<file path="config.mk">
export PLATFORM = sky130hd
export DESIGN_NAME = dwc_lpddr5xphy_pclk_rx_qual
export DESIGN_NICKNAME = d
export VERILOG_FILES = /design/src/rtl/dwc_lpddr5xphy_pclk_rx_pkg.sv /design/src/rtl/dwc_lpddr5xphy_pclk_rx_sync.sv /design/src/rtl/dwc_lpddr5xphy_pclk_rx_qual.sv
export SDC_FILE = /design/constraint.sdc
export NUM_CORES = 1
export LEC_CHECK = 0
export CAP_MARGIN = 5
export CORE_MARGIN = 2
export CORE_UTILIZATION = 62
export DETAILED_ROUTE_END_ITERATION = 8
export DONT_BUFFER_PORTS = 1
export PLACE_DENSITY = 0.8
export SETUP_SLACK_MARGIN = 0.1
export SYNTH_ARGS = -nofsm -noshare
export SYNTH_HDL_FRONTEND = slang
export SYNTH_SLANG_ARGS = --single-unit
</file>
<file path="constraint.sdc">
create_clock -name RefClk -period 3.2 [get_ports RefClk]
set_input_delay 0.16 -clock RefClk [delete_from_list [all_inputs] [get_ports RefClk]]
set_output_delay 0.16 -clock RefClk [all_outputs]
set_load 0.02 [all_outputs]
</file>
<file path="src/rtl/dwc_lpddr5xphy_pclk_rx_pkg.sv">
// Shared types and constants for the PCLK receive-end qualifier.
`timescale 1ns/100ps
package dwc_lpddr5xphy_pclk_rx_pkg;

  localparam int                    EDGE_CNT_W   = 8;
  localparam logic [EDGE_CNT_W-1:0] EDGE_CNT_MAX = 8'd255;
  localparam int                    GOOD_CNT_W   = 4;

  typedef enum logic [1:0] {
    ST_IDLE    = 2'd0,
    ST_ACQUIRE = 2'd1,
    ST_LOCKED  = 2'd2,
    ST_LOST    = 2'd3
  } pclk_rx_state_e;

endpackage

</file>
<file path="src/rtl/dwc_lpddr5xphy_pclk_rx_sync.sv">
// Multi-flop synchronizer for the asynchronous PclkRx plus rising-edge detect.
`timescale 1ns/100ps
module dwc_lpddr5xphy_pclk_rx_sync #(
  parameter int SYNC_STAGES = 2
) (
  input  logic i_ref_clk,
  input  logic i_ref_rst_n,
  input  logic i_pclk_rx,
  output logic o_edge
);

  logic [SYNC_STAGES-1:0] r_sync;
  logic                   r_prev;

  always_ff @(posedge i_ref_clk or negedge i_ref_rst_n) begin
    if (!i_ref_rst_n) begin
      r_sync <= '0;
      r_prev <= 1'b0;
    end else begin
      r_sync <= {r_sync[SYNC_STAGES-2:0], i_pclk_rx};
      r_prev <= r_sync[SYNC_STAGES-1];
    end
  end

  assign o_edge = r_sync[SYNC_STAGES-1] & ~r_prev;

endmodule

</file>
<file path="src/rtl/dwc_lpddr5xphy_pclk_rx_qual.sv">
// Receive-end PCLK qualifier: counts PclkRx edges per RefClk window and tracks lock.
// Optional: define DWC_LPDDR5XPHY_PCLK_RX_STICKY_LOSS_EN to make LOST sticky until Enable=0/reset.
//
// state   | meaning
// IDLE    | disabled, counters held at 0
// ACQUIRE | counting consecutive good windows toward lock
// LOCKED  | clock qualified, PclkGood=1
// LOST    | out-of-range window seen, PclkLost=1
`timescale 1ns/100ps
module dwc_lpddr5xphy_pclk_rx_qual
  import dwc_lpddr5xphy_pclk_rx_pkg::*;
#(
  parameter int WIN_LEN     = 64,
  parameter int MIN_EDGES   = 6,
  parameter int MAX_EDGES   = 10,
  parameter int LOCK_CNT    = 4,
  parameter int SYNC_STAGES = 2
) (
  input  logic                  RefClk,
  input  logic                  RefRstN,
  input  logic                  Enable,
  input  logic                  PclkRx,
  output logic                  PclkGood,
  output logic                  PclkLost,
  output logic [EDGE_CNT_W-1:0] EdgeCount,
  output logic                  WinDone
);

  localparam int                    WIN_W     = $clog2(WIN_LEN);
  localparam logic [WIN_W-1:0]      WIN_LAST  = WIN_W'(WIN_LEN - 1);
  localparam logic [EDGE_CNT_W-1:0] EDGE_LO   = EDGE_CNT_W'(MIN_EDGES);
  localparam logic [EDGE_CNT_W-1:0] EDGE_HI   = EDGE_CNT_W'(MAX_EDGES);
  localparam logic [GOOD_CNT_W-1:0] LOCK_LAST = GOOD_CNT_W'(LOCK_CNT - 1);

  pclk_rx_state_e        r_state, w_state_nxt;
  logic [WIN_W-1:0]      r_win_cnt;
  logic [EDGE_CNT_W-1:0] r_edge_cnt;
  logic [EDGE_CNT_W-1:0] r_edge_count;
  logic [EDGE_CNT_W-1:0] w_edge_total;
  logic [GOOD_CNT_W-1:0] r_good_cnt, w_good_cnt_nxt;
  logic                  w_edge, w_run, w_term, w_win_good;

  dwc_lpddr5xphy_pclk_rx_sync #(.SYNC_STAGES(SYNC_STAGES)) u_sync (
    .i_ref_clk   (RefClk),
    .i_ref_rst_n (RefRstN),
    .i_pclk_rx   (PclkRx),
    .o_edge      (w_edge)
  );

  assign w_run  = (r_state != ST_IDLE) && Enable;
  assign w_term = w_run && (r_win_cnt == WIN_LAST);

  // Terminal-cycle edge is folded in here so it lands in the closing window.
  assign w_edge_total = (w_edge && (r_edge_cnt != EDGE_CNT_MAX)) ?
                        r_edge_cnt + EDGE_CNT_W'(1) : r_edge_cnt;
  assign w_win_good   = (w_edge_total >= EDGE_LO) && (w_edge_total <= EDGE_HI);

  always_ff @(posedge RefClk or negedge RefRstN) begin
    if (!RefRstN) begin
      r_win_cnt    <= '0;
      r_edge_cnt   <= '0;
      r_edge_count <= '0;
    end else if (!w_run) begin
      r_win_cnt    <= '0;
      r_edge_cnt   <= '0;
    end else if (w_term) begin
      r_win_cnt    <= '0;
      r_edge_cnt   <= '0;
      r_edge_count <= w_edge_total;
    end else begin
      r_win_cnt    <= r_win_cnt + WIN_W'(1);
      r_edge_cnt   <= w_edge_total;
    end
  end

  always_ff @(posedge RefClk or negedge RefRstN) begin
    if (!RefRstN) begin
      r_state    <= ST_IDLE;
      r_good_cnt <= '0;
    end else begin
      r_state    <= w_state_nxt;
      r_good_cnt <= w_good_cnt_nxt;
    end
  end

  always_comb begin
    w_state_nxt    = r_state;
    w_good_cnt_nxt = r_good_cnt;
    PclkGood       = (r_state == ST_LOCKED);
    PclkLost       = (r_state == ST_LOST);
    WinDone        = w_term;
    if (!Enable) begin
      w_state_nxt    = ST_IDLE;
      w_good_cnt_nxt = '0;
    end else begin
      case (r_state)
        ST_IDLE: w_state_nxt = ST_ACQUIRE;
        ST_ACQUIRE: begin
          if (w_term) begin
            if (!w_win_good) begin
              w_good_cnt_nxt = '0;
            end else begin
              w_good_cnt_nxt = r_good_cnt + GOOD_CNT_W'(1);
              if (r_good_cnt == LOCK_LAST) w_state_nxt = ST_LOCKED;
            end
          end
        end
        ST_LOCKED: begin
          if (w_term && !w_win_good) begin
            w_state_nxt    = ST_LOST;
            w_good_cnt_nxt = '0;
          end
        end
        ST_LOST: begin
`ifdef DWC_LPDDR5XPHY_PCLK_RX_STICKY_LOSS_EN
          w_state_nxt = ST_LOST;
`else
          if (w_term) begin
            w_state_nxt    = ST_ACQUIRE;
            w_good_cnt_nxt = '0;
          end
`endif
        end
        default: w_state_nxt = ST_IDLE;
      endcase
    end
  end

  assign EdgeCount = r_edge_count;

endmodule
</file>
* Yosys cells after proc, flatten, opt, wreduce, memory -nomap -nowiden *
Cells that the tools add are included.

word-level totals
  input bits = 4
  flip-flop bits (word level) = 31
  output and inout port bits = 11
  logic and storage cells = 55

cells by class
  bitwise logic cells = 2
  equal/unequal tests = 12
  $add $sub $neg = 3
  reductions and logical operators = 11
  mux-type cells = 18
  order comparisons = 2

operators with widths
  cell                   count
  $mux W8                3
  $mux W4                5
  $mux W2                6
  $mux W6                2
  $pmux W4 S3            1
  $ne A3 B3 Y1 const B   3
  $add A8 B1 Y8 const B  1
  $ge A8 B3 Y1 const B   1
  $le A8 B4 Y1 const B   1
  $ne A8 B8 Y1 const B   1
  $pmux W2 S4            1
  $add A6 B1 Y6 const B  1
  $eq A6 B6 Y1 const B   1
  $ne A3 B2 Y1 const B   2
  $logic_and A1 B1 Y1    5
  $reduce_and A5 Y1      1
  $add A4 B1 Y4 const B  1
  $eq A2 B2 Y1 const B   2
  $eq A4 B2 Y1 const B   1
  $ne A4 B1 Y1 const B   1
  $reduce_and A4 Y1      1
  $eq A2 B1 Y1 const B   1
  $logic_not A2 Y1       1
  $reduce_and A2 Y1      1
  4 further kinds        4

* Logic depth before layout (Yosys ltp) *
Gate-level depths: netlist of the first run.

  depth in word-level cells = 11
  mapped depth = 9
  depth with buffers taken out = 9

* By module *
Synthesis of the first run repeated with hierarchy kept, for this count alone.

unflattened totals
  cells, all modules = 172
  area, all modules = 1655.3 µm²

modules (own cells, without submodules)
  module                       area an instance (µm²)  cells an instance  seq. area each (µm²)  instances
  dwc_lpddr5xphy_pclk_rx_qual  1566.5                  168                700.7                 1
  dwc_lpddr5xphy_pclk_rx_sync  88.8                    4                  75.1                  1

* Worst setup path before layout of the first run *
No wires, ideal clock.

  path type = register to register
  from = reg r_edge_cnt[0]
  to = reg r_good_cnt[1]
  data arrival time = 2255 ps
  library setup time = 125 ps
  buffers on the path = 0
  period minus slack after synthesis = 2380 ps
  cell stages (with the launch flop) = 9
  data required time = 3075 ps
  setup slack = 820 ps
  cells stage by stage = dfrtp_1 -> ha_1 -> and3_4 -> a2111oi_4 -> xnor2_1 -> o2111a_2 -> nand3_1 -> a21boi_2 -> mux2_2

between the ends
  longest elaborated chain between the ends = 9
  elaborated cells between the ends (all ways) = 15
  classes of those cells = add/sub (1); order compare (2); eq/ne (2); mux (5); reduce/logical (5)

ends and longest elaborated chain
  item                                                   RTL line                                                                text
  start, declared                                        dwc_lpddr5xphy_pclk_rx_qual.sv:37                                       logic [EDGE_CNT_W-1:0] r_edge_cnt;
  start signal, assigned                                 dwc_lpddr5xphy_pclk_rx_qual.sv:72                                       r_edge_cnt <= w_edge_total;
  branches (longest 2 deep; another with $add A8 B1 Y8)  --
  $mux W8 (*)                                            dwc_lpddr5xphy_pclk_rx_qual.sv:54                                       assign w_edge_total = (w_edge && (r_edge_cnt != EDGE_CNT_MAX)) ?
  $ge A8 B3 Y1 or $le A8 B4 Y1 (tied branches)           dwc_lpddr5xphy_pclk_rx_qual.sv:56                                       assign w_win_good = (w_edge_total >= EDGE_LO) && (w_edge_total <= EDGE_HI);
  $logic_and A1 B1 Y1 (*)                                dwc_lpddr5xphy_pclk_rx_qual.sv:56
  $mux W4 or $logic_not A1 Y1 (tied branches)            dwc_lpddr5xphy_pclk_rx_qual.sv:100, dwc_lpddr5xphy_pclk_rx_qual.sv:109
  $mux W4 or $logic_and A1 B1 Y1 (tied branches)         dwc_lpddr5xphy_pclk_rx_qual.sv:99, dwc_lpddr5xphy_pclk_rx_qual.sv:109
  $pmux W4 S3 or $ne A3 B2 Y1 (tied branches)            --
  $mux W4 or $reduce_and A4 Y1 (tied branches)           --
  end signal, assigned                                   dwc_lpddr5xphy_pclk_rx_qual.sv:82                                       r_good_cnt <= w_good_cnt_nxt;
  end, declared                                          dwc_lpddr5xphy_pclk_rx_qual.sv:40                                       logic [GOOD_CNT_W-1:0] r_good_cnt, w_good_cnt_nxt;

Mark *: on every way between the ends. The select of a mux whose other input is x is not followed.
A chain may end at the register's enable or synchronous reset.

* Worst setup path in the final report of the first run *
Same ends and word-level chain as after synthesis.

==> metrics.yaml, run 1 <==
clock_network:
  clk_pin_slew_ps: 100
  cts_hold_buf: 4
  clk_latency_ps: 360
  clockRootBuffer: "clkbuf_4"
  cts_setup_buffers: 0
  cts_sinks: 31
  cts_resized: 0
  cts_inserted_buffers: 5
  cts_tree: "yes"
  clockBufferDepth: 2
  cts.htree.levels: 2
routing:
  ant_nets: 0
  drt_iter0_drc: 54
  dr.pass1.iters: 4
  wirelength_um: 3440
  via_count: 1313
  viasPerCell: 6.31
  route.detailed.drc: 0
  wl_per_cell_um: 16.5
logic_synthesis:
  synthArstFlopShare_pct: 100
  synth_edf_count: 0
  synth_nets: 183
  synth_area_leaders: "dfrtp_1 45%, ha_1 5.1%, nor2_1 4.8%, nand2_1 4.0%, xnor2_1 2.6%"
  synth.avg_cell_area_sq_um: 9.92
  synth_seq_area_share_pct: 45.5
  synth_top_flop_cell: "dfrtp_1"
  syn_area_sq_mm: 0.00171
  yosysTopAreaCellShare_pct: 45.5
  syn-instance-count: 172
  ys_warn_count: 0
  synth_cell_types: 47
  ys_ff_latch: 31
  yosysTopAreaCell: "dfrtp_1"
finish:
  final_util_pct: 67.6
  final_area_sq_mm: 0.00182
  syn2layout_area_growth_pct: 6.45
  fin_cells: 208
  final_common_cell: "dfrtp_1"
  antennaDiodeCount: 0
  final_cell_mix: "31 x dfrtp_1, 22 x nor2_1, 18 x nand2_1, 8 x o21ai_0, 7 x ha_1"
  drive_above_1_share_pct: 14.1
  nets: 188
timing:
  setup_violations: 0
  max_freq_mhz: 390
  rsz0062_at_grt: "no"
  hold_viol: 0
  post-route-period-util_pct: 80.1
  whs_ps: 136
  slew_violations: 0
  finalSetupTns_ps: 0
  clock_skew_ps: 12.7
  maxSlewHeadroom_pct: 63.8
  tightest_slew_ps: 541
  setup_ws_ps: 635
  min_period_ps: 2560
global_route:
  grt_overflow: 0
  grt_pass1_wl_um: 5910
  grt_max_degree: 32
  grt_pass1_vias: 1242
  antenna_found_initial: 0
  grtUsageTotal_pct: 24.7
critical_path:
  worst_r2r_startpoint: "r_edge_cnt[0]$_DFF_PN0_"
  required_ps: 3450
  crit_arrival_ps: 2820
  startpoint_type: "flip-flop"
  cp_cell_sequence: "ha_1 > and3_4 > a2111oi_4 > xnor2_1 > o2111a_2 > nand3_1 > a21boi_2 > mux2_2"
  critPathKind: "reg -> reg"
  crit_path_end_kind: "flip-flop"
  crit_slowest_cell: "dfrtp_1"
  critPathMaxFanout: 6
  max_stage_delay_ps: 450
  startpoint: "r_edge_cnt[0]$_DFF_PN0_"
placed_design:
  dp_cells: 197
  place_hpwl_um: 2370
  gp_congestion: 0.834
  placed_area_sq_mm: 0.00171
  dp_slack_ps: 656
  io_buffer_count: 0
pwr:
  finalPower_mw: 0.900
  ir_drop_uv: 419
  p_leak_nw: 0.789
  power_density_mw_per_mm2: 496
floorplan:
  die_area_sq_mm: 0.00319
  die_y_um: 56.5
  rows: 19
  initial_core_util_pct: 63.5
  design.core.area_sq_mm: 0.00269
  io-pin-count: 15
  dieWidth_um: 56.5
min_path:
  min_path_type: "in -> reg"
  hp-start: "Enable"
outcome:
  status: "finished, final reports clean"
run:
  maxCapViolations: 0
-- logic make-up after synthesis --
family	Yosys count	share of synthesized area, %
buf+inv	12	3.59
compound gates	31	15.5
simple gates	79	23.8
xor+xnor	8	4.11
fa+ha+maj	7	5.13
flops	31	45.5
mux	4	2.42
-- routing by layer --
layer	track usage (%)	routed length [um]
met1	31.0	1460
met2	38.7	1720
met3	5.99	160
met4	14.3	100
met5	0	0
-- power breakdown --
part           total (mW)  internal, mW  switching (mW)  leakage, nW
registers           0.436         0.414          0.0214        0.423
logic               0.223        0.0800           0.143        0.331
clock network       0.241         0.101           0.140       0.0341
-- sequential cells by signal, indices dropped and copies added, names as in the netlist --
name           count
u_sync.r_prev      1
EdgeCount          8
r_state            2
r_good_cnt         4
r_edge_cnt         8
r_win_cnt          6
u_sync.r_sync      2
-- worst max-delay path: cells and delay by family, from the launching register on --
kind / cells / cell delay [ps]
flops: 1 / 450
compound gates: 3 / 840
mux: 1 / 360
simple gates: 2 / 310
xor+xnor: 1 / 190
fa+ha+maj: 1 / 310
-- final cells by class --
class | instances | area (sq um)
clock inverters | 1 | 5.00
repair buffers | 5 | 57.6
flip-flops and latches | 31 | 776
well taps | 31 | 38.8
inverters | 5 | 18.8
clock buffers | 6 | 51.3
multi-input cells | 129 | 870
fillers | 204 | 870
-- synthesized netlist by cell type (2+ instances only) --
library cell,number
a21o_1,2
a21oi_1,3
a31oi_1,3
and2_1,2
and3_1,4
buf_4,2
clkbuf_1,3
dfrtp_1,31
ha_1,7
inv_1,5
mux2i_1,3
nand2_1,18
nand2b_1,4
nand3_1,6
nand3_2,2
nand4_1,4
nor2_1,22
nor2b_1,2
nor3_1,2
nor4_1,6
o21ai_0,8
or2_2,2
xnor2_1,5
xor2_1,3
-- path summary, 6_finish.rpt --
| check | slack (ps) | to | cells after the start |
|---|---|---|---|
| min | 140 | r_win_cnt[1]$_DFF_PN0_ | 2 |
| min in group asynchronous | 240 | r_state[0]$_DFFE_PN0P_ | 2 |
| max reg2reg | 640 | r_good_cnt[1]$_DFFE_PN0P_ | 8 |
| min reg2reg | 370 | u_sync.r_sync[1]$_DFF_PN0_ | 0 |
| max | 640 | r_good_cnt[1]$_DFFE_PN0P_ | 8 |
| max in group asynchronous | 2790 | r_edge_cnt[5]$_DFF_PN0_ | 2 |
No activity file was read; power rests on OpenSTA's default activity.
==> inputs of run 2 (changes only) <==
--- a/config.mk
+++ b/config.mk
@@ -5,12 +5,13 @@
 export SDC_FILE = /design/constraint.sdc
 export NUM_CORES = 1
 export LEC_CHECK = 0
+export ABC_AREA = 1
 export CAP_MARGIN = 5
 export CORE_MARGIN = 2
-export CORE_UTILIZATION = 62
+export CORE_UTILIZATION = 56
 export DETAILED_ROUTE_END_ITERATION = 8
 export DONT_BUFFER_PORTS = 1
-export PLACE_DENSITY = 0.8
+export PLACE_DENSITY = 0.76
 export SETUP_SLACK_MARGIN = 0.1
 export SYNTH_ARGS = -nofsm -noshare
 export SYNTH_HDL_FRONTEND = slang
==> constraint.sdc (replaced) <==
create_clock -name RefClk -period 2.05 [get_ports RefClk]
set_input_delay 0.1025 -clock RefClk [delete_from_list [all_inputs] [get_ports RefClk]]
set_output_delay 0.1025 -clock RefClk [all_outputs]
set_load 0.02 [all_outputs]
==> run 2 against run 1 <==
Net effect: first-iteration DRC count up 1.9%; largest cell class unchanged; wire length down 2.2%; final cell count up 32%; critical endpoint is now r_state[1]$_DFFE_PN0P_.
==> metrics.yaml, run 2 <==
outcome:
  status: "finished, final reports clean"
pwr:
  ir_drop_uv: 507  # +21%
  sw_frac_of_total_pct: 36.1  # +2.3 points
  comb_power_share_pct: 28.7  # +3.9 points
  seqPwrFrac_pct: 47.5  # -0.9 points
  finalPower_mw: 1.46  # +62%
  p_int_mw: 0.930  # +56%
  power_frac_clock_pct: 23.8  # -3.0 points
  power_density_mw_per_mm2: 702  # +42%
  p_leak_nw: 1.03  # +30%
  netSwitchingPower_mw: 0.525  # +73%
finish:
  syn2layout_area_growth_pct: 14.0
  drive_above_1_share_pct: 25.1  # +11 points
  final_common_cell: "nand2_1"
  nets: 241  # +28%
  antennaDiodeCount: 0  # unchanged
  fillCellCount: 256  # +25%
  final_cell_mix: "37 x nand2_1, 31 x dfrtp_1, 26 x inv_1, 22 x nor2_1, 17 x nand3_1"
critical_path:
  cp_cell_sequence: "ha_4 > nand2_4 > nor2_4 > nand2_4 > nand2_8 > inv_8 > nand2_4 > nand2_4 > nand2_4 > nor2_8 > nand4_1 > nand2_2 > nand2_4 > nand2_2 > nand2_2"
  crit_path_end_kind: "flip-flop"
  critPathKind: "reg -> reg"
  crit_top_cell: "nand2_4"
  critPathMaxFanout: 8  # +2
  max_stage_delay_ps: 440  # about the same
  startpoint_type: "flip-flop"
  crit_slowest_cell: "dfrtp_1"
  required_ps: 2270  # -1180 ps
  crit_arrival_ps: 2110  # -710 ps
global_route:
  grt_overflow: 0  # unchanged
  grt_max_degree: 32  # unchanged
  antenna_found_initial: 0  # unchanged
  busiest_layer: "met2"
  grt_use_met1_pct: 27.8  # -3.2 points
  grt_pass1_vias: 1268  # +2.1%
  grt_use_met2_pct: 32.7  # -6.0 points
  gr-usage-met3_pct: 6.51  # +0.52 points
  grtUsageTotal_pct: 20.8  # -3.9 points
  grt_pass1_wl_um: 5580  # -5.5%
timing:
  slew_violations: 0  # unchanged
  finalSetupTns_ps: 0  # unchanged
  post-route-period-util_pct: 92.1  # +12 points
  maxSlewHeadroom_pct: 82.3  # +19 points
  min_period_ps: 1890  # -676 ps
  tightest_slew_ps: 262  # -279 ps
  rsz0062_at_grt: "yes"
  max_freq_mhz: 530  # +36%
  setup_ws_ps: 162  # -474 ps
  hold_viol: 0  # unchanged
  clock_skew_ps: 8.71  # -3.99 ps
  setup_violations: 0  # unchanged
logic_synthesis:
  yosysTopAreaCellShare_pct: 42.6  # -2.8 points
  yosysTopAreaCell: "dfrtp_1"
  synth_cell_types: 31  # -34%
  synth_seq_area_share_pct: 42.6  # -2.8 points
  synth_edf_count: 0  # unchanged
  syn_area_sq_mm: 0.00182  # +6.7%
  synthArstFlopShare_pct: 100  # unchanged
  syn-instance-count: 215  # +25%
  ys_warn_count: 0  # unchanged
  synth.avg_cell_area_sq_um: 8.47  # -15%
  synth_most_common_cell: "nand2_1"
  ys_ff_latch: 31  # unchanged
  synth_nets: 226  # +23%
  synth_area_leaders: "dfrtp_1 43%, nand2_1 8.7%, inv_1 5.8%, nand3_1 5.2%, nand2_4 4.9%"
  synth_top_flop_cell: "dfrtp_1"
  yosys-top-cells-count: "42 x nand2_1, 31 x dfrtp_1, 28 x inv_1"
placed_design:
  gp_congestion: 0.763  # -8.5%
  io_buffer_count: 0  # unchanged
  dp_slack_ps: 141  # -514 ps
  place_hpwl_um: 2390  # +0.73%
clock_network:
  clk_latency_ps: 330  # -30 ps
  cts_tree: "yes"
  clk_pin_slew_ps: 100  # about the same
  cts_sinks: 31  # unchanged
  cts_inserted_buffers: 5  # unchanged
  clockBufferDepth: 2  # unchanged
  clockRootBuffer: "clkbuf_4"
  cts.htree.levels: 2  # unchanged
floorplan:
  design.core.area_sq_mm: 0.00308  # +15%
  die_area_sq_mm: 0.00372  # +17%
  initial_core_util_pct: 59.1  # -4.4 points
  dieWidth_um: 61.0  # +8.1%
  die_y_um: 61.0  # +8.1%
  rows: 20  # +1
  io-pin-count: 15  # unchanged
routing:
  wirelength_um: 3360  # -2.2%
  via_count: 1377  # +4.9%
  drt_iter0_drc: 55  # +1.9%
  viasPerCell: 5.01  # -21%
  dr.pass1.iters: 4  # unchanged
  route.detailed.drc: 0  # unchanged
  wl_per_cell_um: 12.2  # -26%
  ant_nets: 0  # unchanged
run:
  maxCapViolations: 0  # unchanged
min_path:
  min_path_type: "in -> reg"
## run 2: final cells by class
| type | count | area [sq um] | share of cell area [%] |
|---|---|---|---|
| multi-input cells | 151 | 967 | 46.6 |
| flip-flops and latches | 31 | 776 | 37.4 |
| inverters | 30 | 120 | 5.79 |
| repair buffers | 11 | 103 | 4.95 |
| well taps | 44 | 55.1 | 2.65 |
| clock buffers | 6 | 41.3 | 1.99 |
| clock inverters | 2 | 12.5 | 0.603 |
## run 2: kinds of logic (layout without fill, tap and decap cells)
logic type      count (synthesis)  count (layout)  share of synthesized area (%)
xor+xnor                        6               6                           2.89
simple gates                  123             123                           37.9
compound gates                 15              15                           4.60
buf+inv                        33              49                           7.15
fa+ha+maj                       7               7                           4.81
flops                          31              31                           42.6
## run 2: metal layers
layer	part of all wire, %	up-vias	routed length (um)
met1	48	629	1610
met3	4.7	6	159
met4	1.2	0	42
met5	0	-	0
li1	-	707	-
met2	46	35	1550
## run 2: final timing paths
path                                            startpoint                          to  slack [ps]  cells after the start
worst max-delay path               r_edge_cnt[1]$_DFF_PN0_      r_state[1]$_DFFE_PN0P_         160                     15
worst min-delay path                                Enable      r_win_cnt[4]$_DFF_PN0_          10                      4
worst max register to register     r_edge_cnt[1]$_DFF_PN0_      r_state[1]$_DFFE_PN0P_         160                     15
worst min register to register  u_sync.r_sync[0]$_DFF_PN0_  u_sync.r_sync[1]$_DFF_PN0_         360                      0
max in group asynchronous                          RefRstN      r_state[1]$_DFFE_PN0P_        1680                      2
min in group asynchronous                          RefRstN     r_edge_cnt[4]$_DFF_PN0_         190                      2
## run 2: through the flow
stage	utilization, %	area [sq um]	hold WS (ps)	cells
after floorplan	-	1820	-193	215
after global placement	61.4	1890	-192	260
after detailed placement	61.4	1890	-192	260
after CTS	64.8	1990	14.1	272
after global routing	67.4	2070	9.74	275
final	67.4	2070	11.3	275
## run 2: repair_timing
action | 4_1_cts | 5_1_grt
hold buffers | 4 | 0
resized for setup | 0 | 17
setup endpoints to repair | 0 | 7
endpoints found under the hold margin | 34 | 0
buffers inserted | 0 | 3
## run 2: worst max-delay path: cells and delay by family (launching register included)
kind	cells	cell delay (ps)
buffers and inverters	1	80
DFF	1	440
adders and majority gates	1	190
and+or+nand+nor	13	1060
## run 2: power by group through the flow
stage,clock [mW],sequential [mW],combinational (mW)
3_3_place_gp,0,0.699,0.356
3_5_place_dp,0,0.699,0.361
5_1_grt,0.391,0.697,0.476
6_report,0.346,0.691,0.418
4_1_cts,0.361,0.688,0.384
2_1_floorplan,0,0.690,0.302
==> inputs of run 3 (changes only) <==
--- a/config.mk
+++ b/config.mk
@@ -12,6 +12,7 @@
 export DETAILED_ROUTE_END_ITERATION = 8
 export DONT_BUFFER_PORTS = 1
 export PLACE_DENSITY = 0.76
+export RECOVER_POWER = 100
 export SETUP_SLACK_MARGIN = 0.1
 export SYNTH_ARGS = -nofsm -noshare
 export SYNTH_HDL_FRONTEND = slang
==> run 3 against run 2 <==
Net effect: worst hold slack better by 12 ps; via count up 0.51%; non-clock buffer count unchanged; setup slack worse by 22 ps; maximum frequency down 1.2%; largest cell class unchanged.
==> metrics.yaml, run 3 (synthesis gave the netlist of run 2 again) <==
routing:
  wl_met2_um: 1550  # about the same
  ant_nets: 0  # unchanged
  wirelength_um: 3370  # +0.21%
  wl_met1_um: 1620  # +0.37%
  drt_iter0_drc: 55  # unchanged
  top_layer: "met4"
  via_count: 1384  # +0.51%
  dr.pass1.iters: 4  # unchanged
  wl_met3_um: 157  # -1.3%
  viasPerCell: 5.03  # +0.51%
  wl_per_cell_um: 12.3  # +0.21%
  route.detailed.drc: 0  # unchanged
critical_path:
  crit_slowest_cell: "dfrtp_1"
  critPathKind: "reg -> reg"
  crit_top_cell: "nand2_4"
  required_ps: 2270  # about the same
  r2r_slack_ps: 140  # -20 ps
  critPathMaxFanout: 8  # unchanged
  critPathBufInv: 1  # unchanged
  max_stage_delay_ps: 440  # about the same
  startpoint_type: "flip-flop"
  worst_r2r_startpoint: "r_edge_cnt[1]$_DFF_PN0_"
  rr_endpoint: "r_state[1]$_DFFE_PN0P_"
  reg2reg_depth: 15  # unchanged
  crit_arrival_ps: 2140  # +30 ps
  cp_top_family: "simple AND/OR/NAND/NOR gates"
  crit_cells: 15  # unchanged
  crit_path_end_kind: "flip-flop"
  cp_cell_sequence: "ha_4 > nand2_4 > nor2_4 > nand2_4 > nand2_8 > inv_8 > nand2_4 > nand2_4 > nand2_4 > nor2_8 > nand4_1 > nand2_1 > nand2_4 > nand2_2 > nand2_2"
floorplan:
  die_area_sq_mm: 0.00372  # unchanged
  design.core.area_sq_mm: 0.00308  # unchanged
  die_y_um: 61.0  # unchanged
  io-pin-count: 15  # unchanged
  initial_core_util_pct: 59.1  # unchanged
  dieWidth_um: 61.0  # unchanged
  rows: 20  # unchanged
global_route:
  grtUsageTotal_pct: 20.8  # unchanged
  grt_pass1_vias: 1268  # unchanged
  grt_pass1_wl_um: 5580  # unchanged
  grt_overflow: 0  # unchanged
  antenna_found_initial: 0  # unchanged
  grt_max_degree: 32  # unchanged
timing:
  min_period_ps: 1910  # +22.5 ps
  setup_violations: 0  # unchanged
  max_freq_mhz: 523  # -1.2%
  rsz0062_at_grt: "yes"
  tightest_slew_ps: 1380  # +1120 ps
  maxSlewHeadroom_pct: 8.11  # -74 points
  slew_violations: 0  # unchanged
  setup_ws_ps: 139  # -22.5 ps
  post-route-period-util_pct: 93.2  # +1.1 points
  hold_viol: 0  # unchanged
  clock_skew_ps: 8.65  # -0.0529 ps
  whs_ps: 22.9  # +11.5 ps
  finalSetupTns_ps: 0  # unchanged
run:
  maxCapViolations: 0  # unchanged
finish:
  final_common_cell: "nand2_1"
  nets: 241  # unchanged
  syn2layout_area_growth_pct: 12.7
  fillCellCount: 264  # +3.1%
  multi_input_area_sq_um: 962  # -0.52%
  drive_above_1_share_pct: 22.9  # -2.2 points
  seq_area_sq_um: 776  # unchanged
  final_cell_mix: "38 x nand2_1, 31 x dfrtp_1, 26 x inv_1, 23 x nor2_1, 17 x nand3_1"
  antennaDiodeCount: 0  # unchanged
placed_design:
  io_buffer_count: 0  # unchanged
  place_hpwl_um: 2390  # unchanged
  dp_slack_ps: 141  # unchanged
  gp_congestion: 0.763  # unchanged
pwr:
  ir_drop_uv: 508  # +0.25%
  power_density_mw_per_mm2: 703  # +0.19%
  p_leak_nw: 1.02  # -0.30%
clock_network:
  clk_pin_slew_ps: 100  # about the same
  cts.htree.levels: 2  # unchanged
  clockBufferDepth: 2  # unchanged
  cts_sinks: 31  # unchanged
  clk_latency_ps: 330  # about the same
  cts_inserted_buffers: 5  # unchanged
  cts_tree: "yes"
  clockRootBuffer: "clkbuf_4"
min_path:
  hold_end: "r_win_cnt[4]$_DFF_PN0_"
  hp-start: "Enable"
  min_path_type: "in -> reg"
  hold_depth: 4  # unchanged
outcome:
  status: "finished, final reports clean"
-- run 3: changes by cell type in the layout (fill, tap and decap cells not counted) --
cell and delta:
nor2_2 -1, dlymetal6s4s_1 +1, nor2_1 +1, buf_4 -3, clkbuf_1 +2, buf_12 -1, nand2_1 +1, nand2_2 -1
clkbuf_2 +1
-- run 3: worst max-delay path by stage --
stage          slack (ps)                    start                   endpoint
3_3_place_gp          190  r_edge_cnt[0]$_DFF_PN0_  r_good_cnt[1]$_DFFE_PN0P_
3_5_place_dp          140  r_edge_cnt[0]$_DFF_PN0_  r_good_cnt[1]$_DFFE_PN0P_
5_1_grt                20  r_edge_cnt[1]$_DFF_PN0_     r_state[1]$_DFFE_PN0P_
2_1_floorplan         290  r_edge_cnt[0]$_DFF_PN0_  r_good_cnt[0]$_DFFE_PN0P_
4_1_cts               120  r_edge_cnt[0]$_DFF_PN0_     r_state[1]$_DFFE_PN0P_
6_report              140  r_edge_cnt[1]$_DFF_PN0_     r_state[1]$_DFFE_PN0P_
-- run 3: tightest hold or removal path: stages --
cell	delay [ps]
inv_1	50
nor2_1	70
nand2_1	70
a21oi_1	30
-- run 3: through the flow --
step | util, % | instances | area (sq um) | total power, mW
global route | 66.7 | 275 | 2050 | 1.55
finish | 66.7 | 275 | 2050 | 1.44
floorplan | - | 215 | 1820 | 0.992
detailed placement | 61.4 | 260 | 1890 | 1.06
CTS | 64.8 | 272 | 1990 | 1.43
global placement | 61.4 | 260 | 1890 | 1.05
-- run 3: area by class of cell --
class | count | share of cell area (%)
inverters | 30 | 5.85
clock inverters | 2 | 0.610
multi-input cells | 151 | 46.9
flip-flops and latches | 31 | 37.8
clock buffers | 6 | 2.01
repair buffers | 11 | 4.15
well taps | 44 | 2.68
-- run 3: layer usage --
| metal | global-route usage (%) | vias up |
|---|---|---|
| met5 | 0 | - |
| met3 | 6.51 | 8 |
| li1 | - | 707 |
| met2 | 32.7 | 31 |
| met1 | 27.8 | 638 |
| met4 | 6.52 | 0 |
-- run 3: timing repair --
item	4_1_cts	5_1_grt
endpoints found under the setup margin	0	7
buffers inserted	0	3
hold buffers	4	0
hold endpoints to repair	34	0
resized for setup	0	17
-- run 3: power by group --
part | internal [mW] | switching, mW
combinational | 0.139 | 0.265
clock | 0.132 | 0.214
sequential | 0.648 | 0.0427
total | 0.920 | 0.522
